### config.mk
export PLATFORM = sky130hd
export DESIGN_NAME = pipeline_hazard_controller
export DESIGN_NICKNAME = d
export VERILOG_FILES = /design/src/rtl/pipeline_hazard_controller_pkg.sv /design/src/rtl/pipeline_hazard_controller_sat_counter.sv /design/src/rtl/pipeline_hazard_controller.sv
export SDC_FILE = /design/constraint.sdc
export NUM_CORES = 1
export LEC_CHECK = 0
export ABC_AREA = 1
export BUFFER_PORTS_ARGS = -buffer_cell sky130_fd_sc_hd__buf_2
export CORE_MARGIN = 2
export CORE_UTILIZATION = 50
export CTS_BUF_LIST = sky130_fd_sc_hd__clkbuf_8
export DETAILED_ROUTE_END_ITERATION = 10
export GPL_TIMING_DRIVEN = 0
export PLACE_DENSITY_LB_ADDON = 0.1
export REMOVE_ABC_BUFFERS = 1
export SETUP_SLACK_MARGIN = 0.05
export SYNTH_ARGS = -nofsm -noshare
export SYNTH_HDL_FRONTEND = slang
export SYNTH_SLANG_ARGS = --single-unit
### constraint.sdc
create_clock -name clk -period 1.9 [get_ports clk]
set_clock_uncertainty 0.05 [all_clocks]
set_input_delay 0.095 -clock clk [delete_from_list [all_inputs] [get_ports clk]]
set_output_delay 0.095 -clock clk [all_outputs]
set_load 0.02 [all_outputs]
### src/rtl/pipeline_hazard_controller_pkg.sv
// Shared hazard-control definitions: FSM state, the bundled enable/flush vector,
// and a helper used by the flush counter.
package pipeline_hazard_controller_pkg;

  typedef enum logic [1:0] {
    RUN      = 2'd0,
    MEM_WAIT = 2'd1,
    HALTED   = 2'd2
  } HazardState;

  typedef struct packed {
    logic pc_en;
    logic if_id_en;
    logic id_ex_en;
    logic ex_mem_en;
    logic mem_wb_en;
    logic if_id_flush;
    logic id_ex_flush;
    logic ex_mem_flush;
  } HazardCtrl;

  localparam HazardCtrl CTRL_FREEZE = '0;

  function automatic logic ctrl_any_flush(input HazardCtrl c);
    return c.if_id_flush | c.id_ex_flush | c.ex_mem_flush;
  endfunction

endpackage

### src/rtl/pipeline_hazard_controller_sat_counter.sv
// Saturating up-counter with synchronous active-high clear; holds at all-ones.
module sat_counter #(
  parameter int W = 32
) (
  input  logic         clk,
  input  logic         reset,
  input  logic         inc,
  output logic [W-1:0] q
);

  logic [W-1:0] q_q;
  logic [W-1:0] q_d;

  always_comb begin
    q_d = q_q;
    if (inc && (q_q != '1)) begin
      q_d = q_q + W'(1);
    end
  end

  always_ff @(posedge clk) begin
    if (reset) begin
      q_q <= '0;
    end else begin
      q_q <= q_d;
    end
  end

  assign q = q_q;

endmodule

### src/rtl/pipeline_hazard_controller.sv
// Central stall/flush arbiter for the five-stage pipeline, with sticky halt,
// saturating performance counters and a stall-deadlock watchdog.
module pipeline_hazard_controller
  import pipeline_hazard_controller_pkg::*;
#(
  parameter int STALL_TIMEOUT = 1024,
  parameter int CNT_W         = 32
) (
  input  logic             clk,
  input  logic             reset,
  input  logic             stall_req_id,
  input  logic             stall_req_ex,
  input  logic             redirect_id,
  input  logic             redirect_ex,
  input  logic             mem_busy,
  input  logic             halt_req,
  output logic             pc_en,
  output logic             if_id_en,
  output logic             id_ex_en,
  output logic             ex_mem_en,
  output logic             mem_wb_en,
  output logic             if_id_flush,
  output logic             id_ex_flush,
  output logic             ex_mem_flush,
  output logic             halted,
  output logic             deadlock,
  output logic [CNT_W-1:0] stall_cycles,
  output logic [CNT_W-1:0] flush_count,
  output HazardState       state
);

  localparam int WD_W = (STALL_TIMEOUT > 2) ? $clog2(STALL_TIMEOUT) : 1;
  localparam logic [WD_W-1:0] WD_LAST = WD_W'(STALL_TIMEOUT - 1);

  HazardState      state_q;
  HazardState      state_d;
  logic            deadlock_q;
  logic            deadlock_d;
  HazardCtrl       ctrl;
  logic            is_halted;
  logic            stalled;
  logic [WD_W-1:0] wd_cnt;

  assign is_halted = (state_q == HALTED);

  // Enables and flushes, highest priority first.
  always_comb begin
    ctrl = CTRL_FREEZE;
    if (is_halted || reset || mem_busy) begin
      ctrl = CTRL_FREEZE;
    end else if (stall_req_ex) begin
      ctrl.ex_mem_en    = 1'b1;
      ctrl.mem_wb_en    = 1'b1;
      ctrl.ex_mem_flush = 1'b1;
    end else if (redirect_ex) begin
      ctrl.pc_en       = 1'b1;
      ctrl.if_id_en    = 1'b1;
      ctrl.id_ex_en    = 1'b1;
      ctrl.ex_mem_en   = 1'b1;
      ctrl.mem_wb_en   = 1'b1;
      ctrl.if_id_flush = 1'b1;
      ctrl.id_ex_flush = 1'b1;
    end else if (stall_req_id) begin
      ctrl.id_ex_en    = 1'b1;
      ctrl.ex_mem_en   = 1'b1;
      ctrl.mem_wb_en   = 1'b1;
      ctrl.id_ex_flush = 1'b1;
    end else begin
      ctrl.pc_en       = 1'b1;
      ctrl.if_id_en    = 1'b1;
      ctrl.id_ex_en    = 1'b1;
      ctrl.ex_mem_en   = 1'b1;
      ctrl.mem_wb_en   = 1'b1;
      ctrl.if_id_flush = redirect_id;
    end
  end

  // The halting instruction retires in the same cycle it moves us to HALTED.
  always_comb begin
    state_d = state_q;
    if (!is_halted) begin
      if (halt_req && !mem_busy) begin
        state_d = HALTED;
      end else if (mem_busy) begin
        state_d = MEM_WAIT;
      end else begin
        state_d = RUN;
      end
    end
  end

  assign stalled = !ctrl.pc_en && !is_halted;

  always_comb begin
    deadlock_d = deadlock_q;
    if (stalled && (wd_cnt >= WD_LAST)) begin
      deadlock_d = 1'b1;
    end
  end

  always_ff @(posedge clk) begin
    if (reset) begin
      state_q    <= RUN;
      deadlock_q <= 1'b0;
    end else begin
      state_q    <= state_d;
      deadlock_q <= deadlock_d;
    end
  end

  sat_counter #(.W(CNT_W)) u_stall_cycles (
    .clk   (clk),
    .reset (reset),
    .inc   (stalled),
    .q     (stall_cycles)
  );

  sat_counter #(.W(CNT_W)) u_flush_count (
    .clk   (clk),
    .reset (reset),
    .inc   (ctrl_any_flush(ctrl)),
    .q     (flush_count)
  );

  // Any advancing cycle clears the watchdog; it neither counts nor clears while halted.
  sat_counter #(.W(WD_W)) u_watchdog (
    .clk   (clk),
    .reset (reset | ctrl.pc_en),
    .inc   (stalled),
    .q     (wd_cnt)
  );

  assign pc_en        = ctrl.pc_en;
  assign if_id_en     = ctrl.if_id_en;
  assign id_ex_en     = ctrl.id_ex_en;
  assign ex_mem_en    = ctrl.ex_mem_en;
  assign mem_wb_en    = ctrl.mem_wb_en;
  assign if_id_flush  = ctrl.if_id_flush;
  assign id_ex_flush  = ctrl.id_ex_flush;
  assign ex_mem_flush = ctrl.ex_mem_flush;
  assign halted       = is_halted;
  assign deadlock     = deadlock_q;
  assign state        = state_q;

endmodule
==> results by stage <==
Clock tree:
- TritonCTS built the clock tree.
- The number of levels in the clock H-tree is 3.
- The number of clock buffers inserted by TritonCTS is 9.
- After clock tree synthesis, the clock-pin slew on the worst setup and hold paths is 0.09 ns.
- The tree built by TritonCTS fans out to 77 sinks.
- The clock passes through at most 2 buffers.
- The CTS root buffer is clkbuf_8.
- Clock latency on the worst-skew pair, taken at its later pin, is 0.36 ns.

STA:
- Once routing completed, OpenROAD measured the worst setup slack at 0.169 ns.
- The final hold violation count is 0.
- The final number of setup-violating endpoints is 0.
- The count of final max-slew check failures is 0.
- The time the worst path needs with I/O delays and setup is 1.73 ns.
- Of the available clock period, the critical path in the final layout requires 91.1%.
- The pin slew with the least headroom to its limit is 0.410 ns.
- Summed over all failing endpoints, the final setup total negative slack is 0 ns.
- The worst relative slew slack is 72.5%.
- Setup repair after global routing could not meet its margin everywhere.
- Based on the critical path, the design can be clocked at up to 578 MHz.

Detailed routing:
- The number of nets with antenna violations after routing is 0.
- The total vias in the final route is 4951.
- The average routed wire per standard cell is 12.3 um.
- The via count normalized by instance count is 4.94.
- For this run, design rule violations remaining after detail routing come to 0.
- The number of violations reported at the end of detailed-routing iteration 0 is 114.
- The first detailed-routing pass took 4 iterations.
- The aggregate routed wire length is 12400 um.

Finish:
- Across the whole layout, storage elements account for 0.00155 mm^2.
- The repair_antennas step left the layout with diodes totalling 0.
- The filler cell count in the final layout is 931.
- The synthesis-to-layout area growth is 20.0%.
- For this run, the post-layout net count is 880.
- The area taken by multi-input logic gates is 0.00295 mm^2.
- Once layout is done, the placed cells without fillers occupy 0.00574 mm^2.
- The fraction of layout cells with a size suffix above 1 is 19.6%.

Placement:
- The placer congestion estimate is 0.918.
- Summing all placed instances gives a cell area of 0.00520 mm^2.
- Detailed placement finished with a half-perimeter wire length of 8330 um.
- At the placement stage, the worst setup path has a slack of -0.770 ns.
- The total of buffers placed on input and output ports is 83.

Power and ir drop:
- IR analysis of the VDD net gives a maximum drop of 0.329 mV.
- The reported leakage power is 2.49 nW.
- The post-route total power is 3.72 mW.
- Dividing total power by cell area gives a power density of 648 mW/mm^2.

Synth:
- The total of warnings raised by yosys is 0.
- The count of flip-flops with a built-in enable after synthesis is 0.
- The biggest area consumer among synthesized cells is dfxtp_1.
- Synthesis produced 775 cells.
- The dominant register cell in the synthesized netlist is dfxtp_1.
- In this run the cell area of the synthesized design comes to 0.00479 mm^2.
- Counting flops with an async set or reset pin after synthesis yields a share of 0%.
- In this run the biggest area consumer among cell types represents 32.2% of the synthesized area.
- The most repeated cell in the gate-level netlist after synthesis is nand2_1.
- Of the synthesized area, sequential elements account for 32.2%.
- The mean post-synth cell area is 6.18 um^2.
- The number of unique standard cell types used by synthesis is 31.
- After synthesis, the cell types taking the most area are dfxtp_1 (32%), nand2_1 (23%), nor2_1 (10%), a21oi_1 (5.4%), inv_1 (4.6%).
- The number of synthesized register bits is 77.
- After synthesis, the most frequently instantiated cells are nand2_1 (297), nor2_1 (127), dfxtp_1 (77).

Floorplanning:
- The number of standard-cell rows in the floorplan is 35.
- The initial standard-cell utilization of the core is 51.6%.
- For this design the top-level I/O count stands at 84.
- The die covers 0.0104 mm^2.
- The area inside the core boundary is 0.00928 mm^2.
- The die width is 102 um.
- The die outline height is 102 um.

Global routing:
- The total track usage is 24.4%.
- The number of antenna violations at the first check in global routing is 0.
- The first global-routing pass estimated 20700 um of wire.
- After global routing the overflow that remains totals 0.
- The number of global-route vias before repair is 4669.
- The maximum number of pins on one net before global-route repair is 46.

Worst hold path:
- The startpoint identified for the worst hold timing path is reset.
- The worst hold-check path type is in -> reg.
- The hold path endpoint is u_flush_count.q[3].
- Along the worst hold path, the cell count comes to 2.

Setup path:
- The launching instance or port of the critical path is u_stall_cycles.q[0].
- STA classifies the critical path startpoint as a flip-flop.
- The flop-to-flop setup slack is 0.17 ns.
- The worst setup path is captured at a flip-flop.
- In this run the critical register-to-register path is launched from u_stall_cycles.q[0].
- The maximum fanout along the worst path is 6.
- The number of cells on the worst reg-to-reg path is 10.
- Data on the critical path is required at its endpoint by 2.15 ns.
- The endpoint identified for the worst register-to-register timing path is u_stall_cycles.q[26].
- For the worst setup path, the data arrival time is 1.98 ns.
- The classification of the worst setup path is reg -> reg.

Run status:
- The flow ran to the end, and the final reports show no timing, DRC or antenna violations.

Run:
- The tool flagged a number of max-cap violations equal to 0.
-- logic make-up after synthesis --
group	share of synthesized area (%)
compound gates	7.79
xor+xnor	6.04
fa+ha+maj	0.784
buf+inv	8.57
flops	32.2
simple gates	44.6
-- per-stage QoR --
stage,std cells,utilization [%],hold slack [ns]
2_1_floorplan,755,-,0.112
3_3_place_gp,967,56.0,0.305
3_5_place_dp,967,56.0,0.327
4_1_cts,995,60.2,0.139
5_1_grt,1003,61.9,0.0694
6_report,1003,61.9,0.0608
-- power by group --
group | leakage, nW | internal [mW] | switching, mW
logic | 1.74 | 0.179 | 0.342
registers | 0.628 | 1.68 | 0.0774
clock network | 0.113 | 0.785 | 0.665
-- layout make-up --
cell class,instances,share of cell area [%]
well taps,129,2.81
multi-input cells,616,51.4
repair buffers,101,10.3
flip-flops and latches,77,27.0
inverters,64,4.44
clock inverters,6,1.63
clock buffers,10,2.40
-- worst max-delay path: stages (launching register included) --
cell     delay [ns]
dfxtp_2        0.38
ha_4           0.15
nand2_1        0.06
nor2_2         0.16
nand2_2        0.12
nor2_4         0.16
nand2_4        0.10
nand2_8        0.11
buf_4          0.15
nand2_1        0.07
a21oi_2        0.14
-- what timing repair did --
action                     CTS  global route
setup buffers                7             8
pin swaps                    2             9
hold buffers                 3             0
resized for setup            5            29
setup endpoints to repair   68            70
hold endpoints to repair     2             0
gates cloned                 2             0
-- layer usage --
metal,vias up,GRT usage [%],routed length (um)
met3,16,3.69,456
met5,-,0,0
met2,95,43.9,6250
met1,2250,29.9,5500
met4,0,8.21,152
li1,2590,-,-
-- worst max-delay path by stage --
stage                                      end  slack [ns]  cells after the start
after floorplan           u_stall_cycles.q[24]       -0.13                      9
after global placement    u_stall_cycles.q[30]       -0.76                     10
after detailed placement  u_stall_cycles.q[30]       -0.77                     10
after CTS                   u_flush_count.q[3]        0.05                     11
after global routing      u_stall_cycles.q[26]        0.01                     10
final                     u_stall_cycles.q[26]        0.17                     10
-- registers in the layout, summed over array words and instances (netlist names) --
signal,cells
u_watchdog.q,10
deadlock,1
u_stall_cycles.q,32
state,2
u_flush_count.q,32
-- placed cells by master (no fill, tap or decap), types with 2 or more instances in the layout --
| master | n |
|---|---|
| nand2_1 | 296 |
| nor2_1 | 119 |
| buf_2 | 82 |
| dfxtp_1 | 70 |
| inv_1 | 59 |
| a21oi_1 | 50 |
| nand3_1 | 33 |
| xor2_1 | 24 |
| nor2_2 | 20 |
| buf_4 | 12 |
| clkbuf_8 | 10 |
| o21ai_0 | 9 |
| nand3b_1 | 9 |
| xnor2_1 | 9 |
| o21ai_1 | 8 |
| nor3_1 | 7 |
| dfxtp_2 | 7 |
| nor2_4 | 6 |
| nand2_2 | 5 |
| nand2_4 | 4 |
| nand2_8 | 3 |
| nand4_1 | 3 |
| dlygate4sd3_1 | 3 |
| inv_2 | 2 |
| inv_6 | 2 |
| a21oi_2 | 2 |
| ha_4 | 2 |
| clkinv_4 | 2 |
| bufinv_16 | 2 |
| buf_6 | 2 |
| buf_12 | 2 |
No activity file was read; power rests on OpenSTA's default activity.
